## src/rtl/aes_dec_controller.sv

```systemverilog
// Control FSM for the iterative AES-128 decryption datapath: sequences register enables,
// round-select flags and the round-counter decrement. Optional AES_DEC_ABORT_EN adds an abort input.
module aes_dec_controller (
  input  logic clock,
  input  logic reset,
  input  logic start,
  input  logic count_gt_0,
  input  logic count_eq_9,
`ifdef AES_DEC_ABORT_EN
  input  logic abort,
`endif
  output logic init,
  output logic isRound10,
  output logic isRound9,
  output logic dec_count,
  output logic en_round_out,
  output logic en_reg_inv_row_out,
  output logic en_reg_inv_sub_out,
  output logic en_reg_inv_col_out,
  output logic en_Dout,
  output logic busy,
  output logic done
);

  typedef enum logic [2:0] {
    IDLE = 3'd0,
    R10  = 3'd1,
    ROW  = 3'd2,
    SUB  = 3'd3,
    ADD  = 3'd4,
    COL  = 3'd5,
    OUT  = 3'd6,
    DONE = 3'd7
  } state_e;

  localparam int unsigned B_R10  = 8;
  localparam int unsigned B_DEC  = 7;
  localparam int unsigned B_RND  = 6;
  localparam int unsigned B_ROW  = 5;
  localparam int unsigned B_SUB  = 4;
  localparam int unsigned B_COL  = 3;
  localparam int unsigned B_DOUT = 2;
  localparam int unsigned B_BUSY = 1;
  localparam int unsigned B_DONE = 0;

  state_e     state_q;
  state_e     state_d;
  state_e     nxt_s;
  logic [8:0] moore_q;
  logic [8:0] moore_d;
  logic       abort_s;
  logic       abortable_s;

`ifdef AES_DEC_ABORT_EN
  assign abort_s = abort;
`else
  assign abort_s = 1'b0;
`endif

  // State-only outputs, registered one cycle ahead so they line up with state_q
  function automatic logic [8:0] decode_moore(input state_e s);
    logic [8:0] v;
    v = 9'b0;
    case (s)
      IDLE: v = 9'b0;
      R10: begin
        v[B_R10]  = 1'b1;
        v[B_DEC]  = 1'b1;
        v[B_RND]  = 1'b1;
        v[B_BUSY] = 1'b1;
      end
      ROW: begin
        v[B_ROW]  = 1'b1;
        v[B_BUSY] = 1'b1;
      end
      SUB: begin
        v[B_SUB]  = 1'b1;
        v[B_BUSY] = 1'b1;
      end
      ADD: begin
        v[B_DEC]  = 1'b1;
        v[B_RND]  = 1'b1;
        v[B_BUSY] = 1'b1;
      end
      COL: begin
        v[B_COL]  = 1'b1;
        v[B_BUSY] = 1'b1;
      end
      OUT: begin
        v[B_DOUT] = 1'b1;
        v[B_BUSY] = 1'b1;
      end
      DONE: begin
        v[B_BUSY] = 1'b1;
        v[B_DONE] = 1'b1;
      end
      default: v = 9'b0;
    endcase
    return v;
  endfunction

  // Next-state logic, with abort override for in-flight rounds
  always_comb begin
    nxt_s = state_q;
    case (state_q)
      IDLE: begin
        if (start) nxt_s = R10;
        else       nxt_s = IDLE;
      end
      R10: nxt_s = ROW;
      ROW: nxt_s = SUB;
      SUB: begin
        if (count_gt_0) nxt_s = ADD;
        else            nxt_s = OUT;
      end
      ADD:     nxt_s = COL;
      COL:     nxt_s = ROW;
      OUT:     nxt_s = DONE;
      DONE:    nxt_s = IDLE;
      default: nxt_s = IDLE;
    endcase
    abortable_s = (state_q != IDLE) && (state_q != DONE);
    state_d     = (abort_s && abortable_s) ? IDLE : nxt_s;
    moore_d     = decode_moore(state_d);
  end

  // State and state-decoded output registers
  always_ff @(posedge clock or posedge reset) begin
    if (reset) begin
      state_q <= IDLE;
      moore_q <= 9'b0;
    end else begin
      state_q <= state_d;
      moore_q <= moore_d;
    end
  end

  // init and isRound9 depend on live inputs; init is masked so reset silences it at once
  assign init               = start & (state_q == IDLE) & ~reset;
  assign isRound9           = (state_q == ROW) & count_eq_9;
  assign isRound10          = moore_q[B_R10];
  assign dec_count          = moore_q[B_DEC];
  assign en_round_out       = moore_q[B_RND];
  assign en_reg_inv_row_out = moore_q[B_ROW];
  assign en_reg_inv_sub_out = moore_q[B_SUB];
  assign en_reg_inv_col_out = moore_q[B_COL];
  assign en_Dout            = moore_q[B_DOUT] & ~abort_s;
  assign busy               = moore_q[B_BUSY];
  assign done               = moore_q[B_DONE];

endmodule
```

## config.mk

```make
export PLATFORM = sky130hd
export DESIGN_NAME = aes_dec_controller
export DESIGN_NICKNAME = d
export VERILOG_FILES = /design/src/rtl/aes_dec_controller.sv
export SDC_FILE = /design/constraint.sdc
export NUM_CORES = 1
export LEC_CHECK = 0
export BUFFER_PORTS_ARGS = -buffer_cell sky130_fd_sc_hd__clkbuf_2
export CAP_MARGIN = 20
export CORE_AREA = 3 3 40 42
export DETAILED_ROUTE_END_ITERATION = 10
export DIE_AREA = 0 0 43 45
export MAX_ROUTING_LAYER = met4
export PLACE_DENSITY_LB_ADDON = 0.05
export SYNTH_ARGS = -nofsm -noshare
export SYNTH_HDL_FRONTEND = slang
export SYNTH_SLANG_ARGS = --single-unit
```

## constraint.sdc

```tcl
create_clock -name clock -period 2.4 [get_ports clock]
set_input_delay 0.12 -clock clock [delete_from_list [all_inputs] [get_ports clock]]
set_output_delay 0.12 -clock clock [all_outputs]
set_load 0.02 [all_outputs]
```

==> impl_metrics.json <==
{
  "outcome": "finished, final reports clean",
  "syn_nets": 42,
  "worstSetupEndpointType": "output pin",
  "timing.fmax_mhz": 594,
  "drt_iter0_markers": 3,
  "sequentialPowerShare_pct": 47.1,
  "firstDrtPassIters": 4,
  "die_h_um": 45,
  "vdd.ir_drop.worst_v": 0.000446,
  "yosys_warnings": 0,
  "fillers": 133,
  "place_area_sq_um": 497,
  "combPwrFrac_pct": 34.9,
  "grt_pass1_wl_um": 1240,
  "fin_area_sq_um": 533,
  "fin_total_pwr_mw": 0.689,
  "p_switching_mw": 0.275,
  "r2r_end": "moore_q[7]",
  "grt_start_max_net_pins": 12,
  "cts_htree_levels": 1,
  "via_per_inst": 4.46,
  "path_class": "register to output pin",
  "p_leak_nw": 0.281,
  "layout_min_cycle_time_ns": 1.68,
  "rsz0062_at_grt": "false",
  "r2r_setup_slack_ns": 1.19,
  "drive_gt1_share_pct": 37.7,
  "wl_um": 707,
  "intPower_mw": 0.414,
  "synth_edf_count": 0,
  "hold_class": "input port to register",
  "clkLatencyLatePin_ns": 0.27,
  "clock_sinks": 11,
  "avgRoutedWirePerCell_um": 10.4,
  "clkPwrFrac_pct": 18.0,
  "syn_avg_cell_area_sq_um": 11.7,
  "antenna_cells": 0,
  "worst_hold_path.num_cells": 2,
  "holdPathEnd": "moore_q[2]",
  "cts_tree": "done",
  "fin_nets": 59,
  "setup_violations": 0,
  "synth.most_common_cell": "dfrtp_1",
  "timing.final.crit_share_pct": 70.1,
  "synth_cell_type_count": 20,
  "path_max_fanout": 10,
  "antenna_found_initial": 0,
  "power.density_mw_per_mm2": 1290,
  "io_buffers": 15,
  "grt_pass1_vias": 302,
  "drtAntennaViolNets": 0,
  "root_buffer": "clkbuf_4",
  "ys_ff_latch": 11,
  "cp-start-kind": "register",
  "via_count": 303,
  "hold_start": "count_gt_0",
  "crit_required_ns": 2.28,
  "synthArstFlopShare_pct": 100,
  "core-area_sq_mm": 0.00128,
  "whs_ns": 0.0414,
  "synth_area_sq_um": 434,
  "reg2reg_from": "state_q[2]",
  "tightestPinTransition_ns": 0.399,
  "netlist_top_cells_count": "11 x dfrtp_1, 3 x inv_1, 3 x nor2_1",
  "start_util_pct": 33.8,
  "area_delta_synth_final_pct": 22.8,
  "synthCells": 37,
  "swShare_pct": 39.9,
  "synth.top_cell.area_share_pct": 63.4,
  "overflow": 0,
  "synthTopCellsByArea": "dfrtp_1 63%, buf_4 3.5%, or4b_4 3.2%",
  "yosysTopAreaCell": "dfrtp_1",
  "die_w_um": 43,
  "grt_use_total_pct": 9.58,
  "fin_skew_ns": 0.00181,
  "rows": 13,
  "io_pins": 16,
  "drv_slew": 0,
  "cts_setup_buffers": 0,
  "drc": 0,
  "ys.flop_type": "dfrtp_1",
  "clock_path_buffers": 2,
  "fin_setup_tns_ns": 0,
  "finalHoldViolCount": 0,
  "cts.clk_slew.worst_paths_ns": 0.06,
  "r2r_cells": 2,
  "slew_headroom_pct": 73.4,
  "numCtsBuffers": 3,
  "maxCapViolCount": 0,
  "yosysSeqAreaShare_pct": 63.4,
  "crit_arrival_ns": 1.56,
  "place_congestion": 0.763,
  "startpoint": "state_q[2]",
  "dieArea_sq_mm": 0.00194
}
==> final cells by class <==
type	count	area (sq um)	area share, %
Sequential cell	11	275	51.6
Multi-Input combinational cell	19	116	21.8
Timing Repair Buffer	16	85.1	16.0
Clock buffer	4	26.3	4.93
Tap cell	15	18.8	3.52
Inverter	3	11.3	2.11
==> metrics by stage <==
step | worst slack, ns | utilization (%) | std cells
floorplan | 1.05 | - | 37
global placement | 1.02 | 38.7 | 63
detailed placement | 1.00 | 38.7 | 63
CTS | 0.704 | 41.5 | 68
global route | 0.649 | 41.5 | 68
finish | 0.717 | 41.5 | 68
==> flip-flops by register name, summed over array words and instances (netlist names) <==
| register | count |
|---|---|
| moore_q | 8 |
| state_q | 3 |
==> cells by family (layout without fill, tap and decap cells) <==
group | count (synthesis) | after routing | share of synthesized area (%)
flops | 11 | 11 | 63.4
buf+inv | 7 | 23 | 9.80
compound gates | 5 | 5 | 7.21
simple gates | 14 | 14 | 19.6
==> how the worst max path moves through the flow <==
stage / endpoint / slack [ns] / depth (start not counted)
floorplan: init / 1.05 / 3
global placement: init / 1.02 / 3
detailed placement: init / 1.0 / 3
CTS: init / 0.70 / 3
global route: init / 0.65 / 3
finish: init / 0.72 / 3
==> routing by layer <==
| metal | up-vias | track usage (%) | wire [um] |
|---|---|---|---|
| met1 | 134 | 10.8 | 289 |
| met2 | 14 | 12.6 | 324 |
| met3 | 3 | 2.79 | 62 |
| li1 | 152 | - | - |
| met4 | 0 | 10.8 | 30 |
| met5 | - | - | 0 |
==> what timing repair did <==
action / in CTS / in global routing
resized for setup: 0 / 0
setup endpoints to repair: 0 / 0
endpoints found under the hold margin: 11 / 0
hold buffers: 1 / 0
==> worst max-delay path: stages (launching register included) <==
cell and delay [ns]:
dfrtp_1 0.47, or4b_4 0.58, nor2_2 0.09, clkbuf_2 0.17
==> power groups by stage <==
stage	Clock [mW]	Combinational [mW]	Sequential [mW]
6_report	0.124	0.241	0.324
5_1_grt	0.138	0.264	0.339
4_1_cts	0.130	0.246	0.325
3_5_place_dp	0	0.244	0.329
3_3_place_gp	0	0.246	0.325
2_1_floorplan	0	0.189	0.340
==> placed cells by master, fill, tap and decap left out, drive strengths merged <==
cell         count
nand2            1
nand2b           1
o21ai            2
o211ai           1
clkbuf          19
nor2b            1
nor2             4
inv              3
dfrtp           11
o21a             1
or2b             1
dlygate4sd3      1
nor3             2
a31oi            1
nor3b            1
or4b             1
nor4             1
and2             1
No activity file was read; power rests on OpenSTA's default activity.
